## src/rtl/adder_pkg.sv

```systemverilog
// -----------------------------------------------------------------------------
// adder_pkg
// Shared types for the four-operand adder family.
//   operand_t : 8-bit operand / result word (signed and unsigned share bits)
//   state_e   : group-collection state of the serial adder
// -----------------------------------------------------------------------------
package adder_pkg;

    localparam int OPERAND_W = 8;

    typedef logic [OPERAND_W-1:0] operand_t;

    // ACCUM: collecting operands of a group.
    // FULL : a complete result waits for the consumer.
    typedef enum logic {
        ACCUM = 1'b0,
        FULL  = 1'b1
    } state_e;

    // Modulo-256 add; the carry is intentionally dropped.
    function automatic operand_t add_wrap(input operand_t a, input operand_t b);
        return operand_t'(a + b);
    endfunction

endpackage

```

## src/rtl/seq_serial_add4_dpath.sv

```systemverilog
// -----------------------------------------------------------------------------
// seq_serial_add4_dpath
// Result datapath of the serial four-input adder: the two pair accumulators
// and the final adder.
// Ports:
//   clk, reset     : clock, synchronous active-high reset (clears accumulators)
//   in_            : operand being accepted this cycle
//   wr01, wr23     : write enable of acc01 / acc23
//   acc_add        : 1 = accumulator += in_, 0 = accumulator <= in_
//   out01, out23   : accumulator contents
//   out            : out01 + out23 (mod 256), purely combinational from flops
// -----------------------------------------------------------------------------
module seq_serial_add4_dpath
    import adder_pkg::*;
(
    input  logic       clk,
    input  logic       reset,
    input  logic [7:0] in_,
    input  logic       wr01,
    input  logic       wr23,
    input  logic       acc_add,
    output logic [7:0] out01,
    output logic [7:0] out23,
    output logic [7:0] out
);

    operand_t acc01_q, acc01_d;
    operand_t acc23_q, acc23_d;

    always_comb begin
        acc01_d = acc01_q;
        acc23_d = acc23_q;
        if (wr01) begin
            acc01_d = acc_add ? add_wrap(acc01_q, in_) : in_;
        end
        if (wr23) begin
            acc23_d = acc_add ? add_wrap(acc23_q, in_) : in_;
        end
    end

    always_ff @(posedge clk) begin
        if (reset) begin
            acc01_q <= '0;
            acc23_q <= '0;
        end else begin
            acc01_q <= acc01_d;
            acc23_q <= acc23_d;
        end
    end

    assign out01 = acc01_q;
    assign out23 = acc23_q;
    assign out   = add_wrap(acc01_q, acc23_q);

endmodule

```

## src/rtl/seq_serial_add4.sv

```systemverilog
// -----------------------------------------------------------------------------
// seq_serial_add4
// Serial-input four-operand adder. Operands arrive one per val/rdy handshake,
// are grouped four at a time, and the pairwise sums plus the total are offered
// on a val/rdy output.
// Ports:
//   clk, reset         : clock, synchronous active-high reset
//   in_val/in_rdy/in_  : operand stream (8 bit)
//   out_val/out_rdy    : result handshake
//   out01              : operand0 + operand1 (mod 256)
//   out23              : operand2 + operand3 (mod 256)
//   out                : out01 + out23 (mod 256)
// -----------------------------------------------------------------------------
module seq_serial_add4
    import adder_pkg::*;
(
    input  logic       clk,
    input  logic       reset,
    input  logic       in_val,
    output logic       in_rdy,
    input  logic [7:0] in_,
    output logic       out_val,
    input  logic       out_rdy,
    output logic [7:0] out01,
    output logic [7:0] out23,
    output logic [7:0] out
);

    state_e     state_q, state_d;
    logic [1:0] cnt_q, cnt_d;

    logic in_xfer;
    logic out_xfer;
    logic wr01;
    logic wr23;
    logic acc_add;

    assign out_val = (state_q == FULL);
    // While a result is pending, a new operand may enter only in the cycle the
    // result leaves, so ready is passed straight through from the consumer.
    assign in_rdy  = (state_q == ACCUM) || out_rdy;

    assign in_xfer  = in_val && in_rdy;
    assign out_xfer = out_val && out_rdy;

    always_comb begin
        state_d = state_q;
        cnt_d   = cnt_q;
        wr01    = 1'b0;
        wr23    = 1'b0;
        acc_add = 1'b0;
        case (state_q)
            ACCUM: begin
                if (in_xfer) begin
                    // cnt[1] selects the pair, cnt[0] selects load vs add.
                    wr01    = ~cnt_q[1];
                    wr23    =  cnt_q[1];
                    acc_add =  cnt_q[0];
                    cnt_d   = cnt_q + 2'd1;
                    if (cnt_q == 2'd3) begin
                        state_d = FULL;
                    end
                end
            end
            FULL: begin
                if (out_xfer) begin
                    state_d = ACCUM;
                    cnt_d   = 2'd0;
                    // Overlapped transfer: operand 0 of the next group lands
                    // in the same cycle the old result is taken.
                    if (in_xfer) begin
                        wr01  = 1'b1;
                        cnt_d = 2'd1;
                    end
                end
            end
            default: begin
                state_d = ACCUM;
                cnt_d   = 2'd0;
            end
        endcase
    end

    always_ff @(posedge clk) begin
        if (reset) begin
            state_q <= ACCUM;
            cnt_q   <= 2'd0;
        end else begin
            state_q <= state_d;
            cnt_q   <= cnt_d;
        end
    end

    seq_serial_add4_dpath u_dpath (
        .clk     (clk),
        .reset   (reset),
        .in_     (in_),
        .wr01    (wr01),
        .wr23    (wr23),
        .acc_add (acc_add),
        .out01   (out01),
        .out23   (out23),
        .out     (out)
    );

endmodule

```

## config.mk

```make
export PLATFORM = sky130hd
export DESIGN_NAME = seq_serial_add4
export DESIGN_NICKNAME = d
export VERILOG_FILES = /design/src/rtl/adder_pkg.sv /design/src/rtl/seq_serial_add4_dpath.sv /design/src/rtl/seq_serial_add4.sv
export SDC_FILE = /design/constraint.sdc
export NUM_CORES = 1
export LEC_CHECK = 0
export BUFFER_PORTS_ARGS = -buffer_cell sky130_fd_sc_hd__buf_2
export CORE_MARGIN = 3
export CORE_UTILIZATION = 50
export CTS_BUF_LIST = sky130_fd_sc_hd__clkbuf_16
export DETAILED_ROUTE_END_ITERATION = 16
export GPL_TIMING_DRIVEN = 0
export PLACE_DENSITY = 0.77
export SKIP_LAST_GASP = 1
export SLEW_MARGIN = 20
export SYNTH_ARGS = -nofsm -noshare
export SYNTH_HDL_FRONTEND = slang
export SYNTH_SLANG_ARGS = --single-unit
```

## constraint.sdc

```tcl
create_clock -name clk -period 1.7 [get_ports clk]
set_input_delay 0.17 -clock clk [delete_from_list [all_inputs] [get_ports clk]]
set_output_delay 0.17 -clock clk [all_outputs]
set_load 0.03 [all_outputs]
```

== Yosys cells after proc, flatten, opt, wreduce, memory -nomap -nowiden ==
Cells that the tools add are included.
Word-level totals
  output and inout port bits: 26
  register bits: 19
Operators by class
  multiplexer cells: 18
  equality and inequality tests: 3
  bitwise logic cells: 2
  add/sub/neg operators: 4
  reduce and logical (&&, ||, !) cells: 4
Operators with widths (count)
  8-bit adder: 3
  8-bit 2-to-1 mux: 2
  1-bit 2-to-1 mux: 11
  2-bit 2-to-1 mux: 2
  1-bit one-hot mux with 2 select lines: 2
  2-bit one-hot mux with 2 select lines: 1
  2-bit by 1-bit adder with 2-bit output, second input constant: 1
  2-bit equality test, second input constant: 1
  1-bit logical AND: 2
  2-bit by 1-bit != test with 1-bit output, second input constant: 1
  2-bit != test, second input constant: 1
  1-bit NOT: 2
  2-bit AND reduction: 1
  1-bit logical OR: 1

== Logic depth before layout (Yosys ltp) ==
  depth in word-level cells: 6
  mapped depth: 8

== Modules after synthesis ==
A second synthesis with hierarchy kept.
Second synthesis, totals
  cell total of the unflattened synthesis: 235
  area total of the unflattened synthesis: 1801.7 sq um
Modules (own cells, without submodules)
  seq_serial_add4_dpath: area an instance 1631.6 sq um, times used 1, cells an instance 216, seq. area each 320.3 sq um
  seq_serial_add4: area an instance 170.2 sq um, times used 1, cells an instance 19, seq. area each 60.1 sq um

== Worst setup path before layout ==
OpenSTA, ideal clock, no wires.
  kind: register -> output
  from: register u_dpath.acc23_q[0] (netlist: u_dpath.out23[0])
  to: output port out[6]
  slack: -0.406 ns
  path buffers: 0
  data arrival time: 1.936 ns
  data required time: 1.530 ns
  cell stages (with the launch flop): 9
  path through: dfxtp_1 ha_1 inv_1 fa_1 nor2b_1 o21ai_1 a21boi_1 or4_1 nand3_1
On the way
  longest elaborated chain between the ends: 1
RTL lines
  from (decl): RTL line seq_serial_add4_dpath.sv:28  | operand_t acc23_q, acc23_d;
  from (signal assigned): RTL line seq_serial_add4_dpath.sv:44  | acc23_q <= '0;
  from (signal assigned): RTL line seq_serial_add4_dpath.sv:47  | acc23_q <= acc23_d;
  8-bit adder: RTL line adder_pkg.sv:22  | return operand_t'(a + b);
  to (decl): RTL line seq_serial_add4.sv:26  | output logic [7:0] out
No other way between the ends.

== Worst setup path after layout ==
Same ends and word-level chain as after synthesis.

==> flow_metrics.tcl <==
set metrics [dict create \
    run_status "finished, violations left" \
    violations "setup timing" \
    met3_usage_pct 3.741 \
    final_cells 332 \
    cts_max_path_buffers 2 \
    rsz0062_at_grt "yes" \
    synthToLayoutAreaGrowth_pct 47.62 \
    finalSetupViolCount 11 \
    synth_ff_type "dfxtp_1" \
    n_fill_cell 212 \
    dr.pass1.iters 5 \
    die-area_sq_um 4379 \
    critPathSlowestCell "or4_4" \
    relSlewSlack_pct 66.81 \
    met1_usage_pct 31.64 \
    tightest_slew_ps 497.8 \
    htreeDepth 1 \
    netlist_instances 228 \
    syn_avg_cell_area_sq_um 7.941 \
    post-place-ws_ps -314.2 \
    grt_util_met2_pct 42.13 \
    post_dp_cell_area_sq_um 2151 \
    track_usage_pct 25.03 \
    arrival_ps 1980 \
    critPathMaxFanout 3 \
    coreArea_sq_um 3416 \
    final_cell_area_sq_um 2673 \
    grt_pass1_vias 1809 \
    synth_fp_nets 265 \
    crit_path_cell_trace "ha_4 -> inv_2 -> fa_2 -> nor2b_2 -> o21ai_2 -> a21boi_2 -> or4_4 -> nand3_4 -> buf_6" \
    slew_violations 0 \
    finalPower_uw 1803 \
    clock_skew_ps 2.479 \
    mostFrequentLayoutCell "buf_2" \
    hp-class "input port to flip-flop" \
    hold_viol_final 0 \
    critPathKind "flip-flop to output port" \
    yosysWarnings 0 \
    synth_top_cell_by_area "dfxtp_1" \
    p_leak_uw 0.001167 \
    synth-edff-count 0 \
    die_h_microns 66.18 \
    worst_hold_startpoint "in_[2]" \
    synth_area_sq_um 1810 \
    num_vias 2064 \
    fin_tns_setup_ps -2822 \
    avgRoutedWirePerCell_microns 17.59 \
    async_flop_share_pct 0 \
    start_util_pct 53.00 \
    final.min_clock_period_ps 2150 \
    cts_tree "yes" \
    drv_cap 0 \
    final_cell_mix "buf_2 (31), buf_4 (19), a21oi_1 (16), nor2_1 (15), nand2_1 (13)" \
    finalCritPeriodShare_pct 126.5 \
    grt_busiest_layer "met2" \
    max_freq_mhz 465.1 \
    slowest_delay_ps 430 \
    worstSetupStartpoint "u_dpath.out23[0]" \
    setup.worst_path.start_class "flip-flop" \
    critPathRequiredTime_ps 1530 \
    dp_hpwl_microns 3574 \
    clk_pin_slew_ps 50 \
    drc 0 \
    clock_sinks 19 \
    drt-vias-per-instance 6.217 \
    clock_latency_ps 260 \
    grt_pass1_wl_microns 8487 \
    r2r_start "u_dpath.out01[0]" \
    fin_ws_ps -450.0 \
    ioPinCount 38 \
    synth-seq-cells 19 \
    synthDominantCellAreaShare_pct 21.01 \
    antenna_cells 0 \
    hold_buffers 0 \
    grt-ovfl-total 0 \
    num-nets-final 324 \
    rows 21 \
    seq_area_frac_synth_pct 21.01 \
    cts-root-buf "clkbuf_16" \
    port_buffers 36 \
    dp.cells 310 \
    pwr_density_cell_nw_per_um2 674.5 \
    grt_antenna_before_repair 0 \
    ir_worst_vdd_mv 0.4633 \
    final_antenna_net_count 0 \
    synthDistinctLibCells 48 \
    die_w_microns 66.18 \
    wirelength_microns 5840 \
    drive_above_1_share_pct 42.66 \
    first_iter_violations 173 \
    routabilityCongestion 0.8318 \
    cts_buffers 3 \
    cp-end-kind "output port" \
    synthTopCellsByArea "dfxtp_1 (21%), ha_1 (15%), a21oi_1 (6.1%)" \
    grt_max_degree 11 \
]
## critical path: cells and delay by family (launching register included)
family / cells / cell delay [ps]
adders and majority gates: 2 / 370
and+or+nand+nor: 3 / 570
buffers and inverters: 2 / 180
AOI/OAI and AO/OA: 2 / 270
DFF: 1 / 350
## path summary, 6_finish.rpt
path / endpoint / slack (ps) / depth (start not counted)
max: out[6] / -450 / 9
min: u_dpath.out01[2] / 260 / 3
max reg2reg: u_dpath.out01[6] / -410 / 10
min reg2reg: u_dpath.out01[3] / 580 / 2
## power by group
group | total, uW | switching, uW | internal, uW
Sequential | 522 | 45.1 | 477
Clock | 496 | 182 | 314
Combinational | 785 | 457 | 328
## per-layer routing
layer / routed length [microns] / up-vias
li1: - / 970
met1: 2357 / 964
met3: 480 / 23
met2: 2828 / 107
met5: 0 / -
met4: 174 / 0
## per-stage QoR
step	util [%]	hold slack (ps)
after global placement	62.97	473.0
after CTS	73.48	235.4
final	78.24	258.3
after floorplan	-	321.9
after detailed placement	62.97	478.3
after global routing	78.24	252.7
## synthesized netlist by cell type (all sizes together), types with 5 or more instances
master and instances:
a21oi 23, a31oi 9, dfxtp 19, ha 22, inv 11, mux2i 5, nand2 15, nand2b 6
nand3 11, nor2 18, o21ai 18, xor2 5
## cells by family (layout without fill, tap and decap cells)
family / Yosys count / after routing / synth area share, %
fa+ha+maj: 25 / 25 / 18.52
mux: 5 / 5 / 2.764
xor+xnor: 9 / 9 / 4.354
compound gates: 70 / 70 / 23.50
buf+inv: 18 / 76 / 5.114
flops: 19 / 19 / 21.01
simple gates: 82 / 82 / 24.74
## area by class of cell
| type | instances | area, sq um | area share (%) |
|---|---|---|---|
| multi-input combinational | 191 | 1682 | 62.92 |
| sequential | 19 | 406.6 | 15.22 |
| timing repair buffer | 54 | 355.3 | 13.30 |
| clock buffer | 3 | 75.07 | 2.809 |
| tap | 46 | 57.56 | 2.154 |
| buffer | 7 | 51.30 | 1.919 |
| inverter | 11 | 41.29 | 1.545 |
| clock inverter | 1 | 3.754 | 0.1404 |
## flip-flops by register name (all words and copies together) (netlist names)
| name | count |
|---|---|
| cnt_q | 2 |
| out_val | 1 |
| u_dpath.out01 | 8 |
| u_dpath.out23 | 8 |
## repair_timing
action	in CTS	in global routing
gates resized for setup	41	25
endpoints found under the setup margin	11	15
pin swaps	19	24
buffers inserted	12	8
cloned	0	0
Power figures use the tool's default switching activity.
